**src/rtl/dmem_arbiter_if.sv**
```systemverilog
// Requester-side bundle for the shared data memory.
// One instance per port; the arbiter sees the slave view.
interface dmem_arbiter_if #(
  parameter int ADDR_W = 16,
  parameter int DATA_W = 16
);
  logic              req;
  logic              we;
  logic              lock;
  logic [ADDR_W-1:0] addr;
  logic [DATA_W-1:0] wdata;
  logic              gnt;
  logic              rvalid;
  logic [DATA_W-1:0] rdata;

  modport master (
    output req, we, lock, addr, wdata,
    input  gnt, rvalid, rdata
  );

  modport slave (
    input  req, we, lock, addr, wdata,
    output gnt, rvalid, rdata
  );
endinterface

```
**src/rtl/dmem_arbiter.sv**
```systemverilog
// Two-port round-robin arbiter for the single-port data memory,
// with a bounded lock for bursts and 1-cycle read return routing.
module dmem_arbiter #(
  parameter int ADDR_W   = 16,
  parameter int DATA_W   = 16,
  parameter int MAX_LOCK = 4
) (
  input  logic              clock,
  input  logic              reset,
  dmem_arbiter_if.slave     m0,
  dmem_arbiter_if.slave     m1,
  output logic [ADDR_W-1:0] mem_addr,
  output logic              mem_wenable,
  output logic [DATA_W-1:0] mem_wvalue,
  input  logic [DATA_W-1:0] mem_rvalue
);
  localparam int CW = $clog2(MAX_LOCK + 1);
  localparam logic [CW-1:0] CAP = CW'(MAX_LOCK);

  logic          last_owner;
  logic          rd_pend;
  logic          rd_owner;
  logic          lock_q;
  logic [CW-1:0] lock_cnt;

  logic              any_req;
  logic              hold;
  logic              pick;
  logic              gnt;
  logic              sel_we;
  logic              sel_lock;
  logic              other_req;
  logic [ADDR_W-1:0] sel_addr;
  logic [DATA_W-1:0] sel_wdata;

  // pick is the winning port index; gnt says whether anyone wins
  always_comb begin
    any_req = m0.req | m1.req;
    hold    = lock_q & (lock_cnt < CAP);
    pick    = m1.req;
    if (m0.req & m1.req)
      pick = hold ? last_owner : ~last_owner;
    gnt       = ~reset & any_req;
    sel_we    = pick ? m1.we    : m0.we;
    sel_lock  = pick ? m1.lock  : m0.lock;
    sel_addr  = pick ? m1.addr  : m0.addr;
    sel_wdata = pick ? m1.wdata : m0.wdata;
    other_req = pick ? m0.req   : m1.req;
  end

  assign m0.gnt = gnt & ~pick;
  assign m1.gnt = gnt & pick;

  assign mem_addr    = gnt ? sel_addr : '0;
  assign mem_wenable = gnt & sel_we;
  assign mem_wvalue  = (gnt & sel_we) ? sel_wdata : '0;

  assign m0.rvalid = ~reset & rd_pend & ~rd_owner;
  assign m1.rvalid = ~reset & rd_pend & rd_owner;
  assign m0.rdata  = mem_rvalue;
  assign m1.rdata  = mem_rvalue;

  always_ff @(posedge clock) begin
    if (reset) begin
      last_owner <= 1'b1;
      lock_cnt   <= '0;
      rd_pend    <= 1'b0;
      rd_owner   <= 1'b0;
      lock_q     <= 1'b0;
    end else if (gnt) begin
      last_owner <= pick;
      rd_pend    <= ~sel_we;
      rd_owner   <= pick;
      lock_q     <= sel_lock;
      // the run only grows while the other side is being held off
      if ((pick == last_owner) && other_req)
        lock_cnt <= (lock_cnt == CAP) ? CAP : lock_cnt + 1'b1;
      else
        lock_cnt <= CW'(1);
    end else begin
      rd_pend  <= 1'b0;
      lock_cnt <= '0;
      lock_q   <= 1'b0;
    end
  end
endmodule

```
**src/flat_wrapper.sv**
```systemverilog
// flat-port wrapper written by rule: the top's interface ports become plain ports
module dmem_arbiter_flat 
#(
  parameter int ADDR_W   = 16,
  parameter int DATA_W   = 16,
  parameter int MAX_LOCK = 4
)
  (clock, reset, mem_addr, mem_wenable, mem_wvalue, mem_rvalue, m0_req, m0_we, m0_lock, m0_addr, m0_wdata, m0_gnt, m0_rvalid, m0_rdata, m1_req, m1_we, m1_lock, m1_addr, m1_wdata, m1_gnt, m1_rvalid, m1_rdata);
  dmem_arbiter_if #(.ADDR_W(ADDR_W), .DATA_W(DATA_W)) m0_i ();
  dmem_arbiter_if #(.ADDR_W(ADDR_W), .DATA_W(DATA_W)) m1_i ();
  input  logic clock;
  input  logic reset;
  output logic [ADDR_W-1:0] mem_addr;
  output logic mem_wenable;
  output logic [DATA_W-1:0] mem_wvalue;
  input  logic [DATA_W-1:0] mem_rvalue;
  input wire logic [$bits(m0_i.req)-1:0] m0_req;
  input wire logic [$bits(m0_i.we)-1:0] m0_we;
  input wire logic [$bits(m0_i.lock)-1:0] m0_lock;
  input wire logic [$bits(m0_i.addr)-1:0] m0_addr;
  input wire logic [$bits(m0_i.wdata)-1:0] m0_wdata;
  output wire logic [$bits(m0_i.gnt)-1:0] m0_gnt;
  output wire logic [$bits(m0_i.rvalid)-1:0] m0_rvalid;
  output wire logic [$bits(m0_i.rdata)-1:0] m0_rdata;
  input wire logic [$bits(m1_i.req)-1:0] m1_req;
  input wire logic [$bits(m1_i.we)-1:0] m1_we;
  input wire logic [$bits(m1_i.lock)-1:0] m1_lock;
  input wire logic [$bits(m1_i.addr)-1:0] m1_addr;
  input wire logic [$bits(m1_i.wdata)-1:0] m1_wdata;
  output wire logic [$bits(m1_i.gnt)-1:0] m1_gnt;
  output wire logic [$bits(m1_i.rvalid)-1:0] m1_rvalid;
  output wire logic [$bits(m1_i.rdata)-1:0] m1_rdata;
  assign m0_i.req = m0_req;
  assign m0_i.we = m0_we;
  assign m0_i.lock = m0_lock;
  assign m0_i.addr = m0_addr;
  assign m0_i.wdata = m0_wdata;
  assign m0_gnt = m0_i.gnt;
  assign m0_rvalid = m0_i.rvalid;
  assign m0_rdata = m0_i.rdata;
  assign m1_i.req = m1_req;
  assign m1_i.we = m1_we;
  assign m1_i.lock = m1_lock;
  assign m1_i.addr = m1_addr;
  assign m1_i.wdata = m1_wdata;
  assign m1_gnt = m1_i.gnt;
  assign m1_rvalid = m1_i.rvalid;
  assign m1_rdata = m1_i.rdata;
  dmem_arbiter #(.ADDR_W(ADDR_W), .DATA_W(DATA_W), .MAX_LOCK(MAX_LOCK)) u_core (.clock(clock), .reset(reset), .m0(m0_i), .m1(m1_i), .mem_addr(mem_addr), .mem_wenable(mem_wenable), .mem_wvalue(mem_wvalue), .mem_rvalue(mem_rvalue));
endmodule
```
**config.mk**
```make
export PLATFORM = sky130hd
export DESIGN_NAME = dmem_arbiter_flat
export DESIGN_NICKNAME = d
export VERILOG_FILES = /design/src/rtl/dmem_arbiter_if.sv /design/src/rtl/dmem_arbiter.sv /design/src/flat_wrapper.sv
export SDC_FILE = /design/constraint.sdc
export NUM_CORES = 1
export LEC_CHECK = 0
export CORE_MARGIN = 5
export CORE_UTILIZATION = 21
export DETAILED_ROUTE_END_ITERATION = 7
export GPL_ROUTABILITY_DRIVEN = 0
export GPL_TIMING_DRIVEN = 0
export PLACE_DENSITY_LB_ADDON = 0.2
export SYNTH_ARGS = -nofsm -noshare
export SYNTH_HDL_FRONTEND = slang
export SYNTH_SLANG_ARGS = --single-unit
```
**constraint.sdc**
```tcl
create_clock -name clock -period 1.67 [get_ports clock]
set_input_delay 0.334 -clock clock [delete_from_list [all_inputs] [get_ports clock]]
set_output_delay 0.334 -clock clock [all_outputs]
set_load 0.01 [all_outputs]
```
# After elaboration in Yosys (flattened, before gate mapping)
# Index checks and enable logic that the tools add are counted.
[word_totals]
mem_count = 0
mem_bits_ro = 0
mem_bits_rw = 0
latchBits = 0
register_bits = 7
out_inout_bits = 69
[classes]
mul = 0
n_mux = 11
n_bitwise = 17
n_div = 0
shift = 0
n_addsub = 1
eq_ne = 2
n_reduce_logical = 4
magnitude_cmp = 1
[op_table]
columns = ["operator", "n"]
rows = [
  ["$mux W16", 4],
  ["$and A1 B1 Y1", 9],
  ["$not A1 Y1", 7],
  ["$mux W1", 6],
  ["$reduce_or A4 Y1", 1],
  ["$add A3 B1 Y3 const B", 1],
  ["$eq A3 B3 Y1 const B", 1],
  ["$lt A3 B3 Y1 const B", 1],
  ["$mux W3", 1],
  ["$reduce_or A3 Y1", 1],
  ["$reduce_or A2 Y1", 1],
  ["$eq A1 B1 Y1", 1],
  ["$logic_and A1 B1 Y1", 1],
  ["$or A1 B1 Y1", 1],
]

# Longest topological paths before layout
[logic_depth]
word_depth = 8
depth_mapped = 7
ltp_nobuf = 4

# Worst setup path before layout
# No wires, ideal clock.
[synth_path]
path_type = "register to output"
from = "register u_core.lock_q"
to = "output mem_addr[10]"
stages_incl_launch_ff = 8
n_path_buf = 3
arrival_ns = 1.337
t_required_ns = 1.336
slack_ns = -0.001
cell_sequence = "dfxtp_1 nor2b_4 o211a_1 buf_6 nor2b_4 buf_6 buf_6 a22o_1"
[synth_via]
elab_chain_len = 5
[synth_lines]
columns = ["element", "line_no", "text"]
rows = [
  ["from (decl)", "dmem_arbiter.sv:23", "logic lock_q;"],
  ["from (signal assigned)", "dmem_arbiter.sv:74", "lock_q <= sel_lock;"],
  ["$and A1 B1 Y1", "dmem_arbiter.sv:39", "hold = lock_q & (lock_cnt < CAP);"],
  ["$mux W1", "dmem_arbiter.sv:42", "pick = hold ? last_owner : ~last_owner;"],
  ["$mux W1", "dmem_arbiter.sv:41", "if (m0.req & m1.req)"],
  ["$mux W16", "dmem_arbiter.sv:46", "sel_addr = pick ? m1.addr : m0.addr;"],
  ["$mux W16", "dmem_arbiter.sv:54", "assign mem_addr = gnt ? sel_addr : '0;"],
  ["to (decl)", "flat_wrapper.sv:13", "output logic [ADDR_W-1:0] mem_addr;"],
]
# No other way between the ends.

# Worst setup path in the final report
[layout_path]
from = "register u_core.lock_q"
to = "output mem_addr[5]"
# Same word-level chain as after synthesis.

==> key figures <==
Finish
  – Area delta synth->final: 161%
  – Fin util: 57.3%
  – Antenna Cells: 0
  – Nets: 393
  – Layout cells sized above 1: 39.1%
  – Multi-input gate area: 674 um2
  – Fill count: 458
  – Register area: 144 um2

Detailed routing
  – DRC: 0
  – Drt wl/cell: 13.9 um
  – Via/cell ratio: 4.27
  – Total iterations of the first detailed-routing run: 3
  – Final WL: 5.13 mm
  – Initial drt markers: 26
  – DRT antenna net count: 0
  – Via count: 1,575

STA
  – Final Skew: 0.00116 ns
  – Period utilization: 119%
  – Setup violators final: 34
  – RSZ-0062 raised after global routing: yes
  – Fin crit period: 1.99 ns
  – Max Freq: 0.504 GHz
  – Max-slew violation count: 0
  – Worst setup margin: -0.316 ns
  – Slew @ Worst Pin: 0.263 ns
  – Normalized max-slew margin: 82.3%
  – Final hold viol count: 0

Pwr
  – Switching pwr: 0.323 mW
  – Final Power: 1.11 mW
  – Clock share of power: 21.8%
  – Flop pwr share: 16.5%
  – Comb power frac: 61.7%
  – Int Pwr: 0.791 mW
  – Sw frac: 29.0%
  – Peak VDD IR: 302 uV
  – Lkg Pwr: 1.27 nW
  – Power per cell area: 407 mW/mm2

Placed design
  – Number of port buffers: 140
  – Post-DP HPWL: 4.05 mm

Logic synthesis
  – Dominant cells by area after synthesis: buf_4, a22o_1, dfxtp_1, nand3_1, o21ai_0
  – Synthesized area per cell: 7.30 um2
  – Yosys top cell by area: buf_4
  – Area share of the largest cell type after synthesis: 24.3%
  – Most frequent cell after synthesis: buf_4
  – Number of flops mapped to enable cells by yosys: 0
  – Post-synthesis sequential area ratio: 13.3%
  – #FFs+latches synth: 7
  – Yosys warning count: 0
  – Post-synth ARST share: 0%
  – Synth cell count leaders: buf_4, a22o_1, nand2_1, nand3_1, o21ai_0
  – Netlist cell types: 28
  – Most used DFF post-synth: dfxtp_1
  – Cells after Synth: 144
  – Post-synth net total: 234
  – Synthesized area: 0.00105 mm2

Global routing
  – First-pass GRT wire length: 7.22 mm
  – Total GRT Usage: 14.0%
  – Vias in the first global route: 1,564
  – Largest net degree at the start of global routing: 11
  – Overflow after GRT: 0
  – Initial antenna violation count: 0

Clock network
  – Inserted Clock Buffers: 3
  – CTS tree: done
  – Clk slew on worst S/H paths: 0.04 ns
  – Root Buffer: clkbuf_8
  – H-tree Lvls: 1
  – Worst skew pair latency: 0.23 ns
  – Max clock buf depth: 2
  – Hold buffer count at cts: 0
  – CTS Sinks: 7

Run status
  – Failing checks: negative setup slack
  – Status: finished with violations

Worst setup path
  – CP Class: reg2out
  – Crit path max-delay family: buffers and inverters
  – Critical path's largest stage delay: 0.31 ns
  – Worst path cell trace: nor2b_4 > xnor2_1 > a21oi_4 > buf_12 > a22o_1 > dlygate4sd2_1
  – CP Max Fanout: 9
  – Worst EP arrival: 1.65 ns
  – Buffers and inverters on the worst path: 2
  – CP max stage cell: dfxtp_2
  – Worst Setup Start Kind: register
  – Worst EP required: 1.34 ns
  – Worst setup EP type: output pin

Floorplan
  – Initial Util: 22.0%
  – Number of I/O pins: 157
  – Die area: 0.00652 mm2
  – DIE HEIGHT: 80.7 um
  – FP Rows: 25
  – Die width: 80.7 um
  – Core area: 0.00479 mm2

Min path
  – Tightest Hold Check Type: reg2reg

Run
  – Max-cap viol count: 0
[layout by cell type, fill, tap and decap left out, types with 6 or more instances in the layout]
master / netlist / final
dlygate4sd2_1: 0 / 6
nand2_1: 17 / 17
buf_4: 34 / 40
nand3_1: 17 / 13
a22o_1: 17 / 17
buf_6: 3 / 17
buf_2: 3 / 28
o21ai_2: 0 / 10
o21ai_1: 0 / 6
clkdlybuf4s50_1: 0 / 99
[cell families after synthesis]
| family | Yosys count | synth area share, % |
|---|---|---|
| buf+inv | 46 | 31.1 |
| fa+ha+maj | 2 | 2.38 |
| compound gates | 39 | 26.4 |
| mux | 2 | 2.02 |
| simple gates | 47 | 23.9 |
| xor+xnor | 1 | 0.833 |
| flops | 7 | 13.3 |
[layout make-up]
type                    instances  area share (%)
flip-flops and latches          7            5.25
repair buffers                155            52.3
plain buffers                  41            12.7
multi-input cells              92            24.6
well taps                      67            3.06
clock buffers                   4            1.64
inverters                       3           0.411
[final timing paths]
| kind | start | end | slack [ns] | depth (start not counted) |
|---|---|---|---|---|
| worst min register to register | u_core.last_owner | u_core.last_owner | 0.47 | 2 |
| worst max-delay path | u_core.lock_q | mem_addr[5] | -0.32 | 6 |
| worst min-delay path | u_core.last_owner | u_core.last_owner | 0.47 | 2 |
| worst max register to register | u_core.lock_q | u_core.rd_owner | 0.26 | 7 |
[worst reg2reg max path: stages, from the launching register on]
cell	delay, ns
dfxtp_2	0.31
nor2b_4	0.13
o211a_1	0.21
buf_6	0.13
nor2b_4	0.14
buf_6	0.12
buf_4	0.12
a21o_1	0.14
[power groups by stage]
stage          sequential, mW  combinational (mW)  clock, mW
3_5_place_dp            0.186               0.629          0
4_1_cts                 0.184               0.657      0.250
5_1_grt                 0.185               0.737      0.251
6_report                0.184               0.687      0.243
3_3_place_gp            0.186               0.626          0
2_1_floorplan           0.185               0.244          0
[registers in the layout, indices dropped and copies added (netlist names)]
register / cells
u_core.rd_owner: 1
u_core.rd_pend: 1
u_core.lock_q: 1
u_core.lock_cnt: 3
u_core.last_owner: 1
[per-layer routing]
layer  vias to the layer above  part of all wire, %  GRT usage [%]
met5                         -                    0              0
met4                         0                 0.64           2.53
met3                         3                   14           5.99
met2                        97                   50           26.7
met1                       686                   35           14.3
li1                        789                    -              -
[per-stage QoR]
step	hold WS, ns	instances	setup WS (ns)	TNS, ns	area (um2)
after floorplan	0.442	144	-0.000533	-0.00427	1050
after global placement	0.469	351	-1.22	-39.97	2540
after detailed placement	0.473	351	-1.25	-39.65	2540
after global routing	0.508	369	-0.401	-10.95	2740
after CTS	0.467	367	-0.323	-7.44	2640
final	0.465	369	-0.316	-8.06	2740
[timing repair]
| action | 4_1_cts | 5_1_grt |
|---|---|---|
| resized for setup | 197 | 26 |
| endpoints found under the setup margin | 39 | 36 |
| cloned | 6 | 1 |
| pin swaps | 5 | 5 |
| buffers inserted | 7 | 2 |
(Power assumes the default switching activity.)
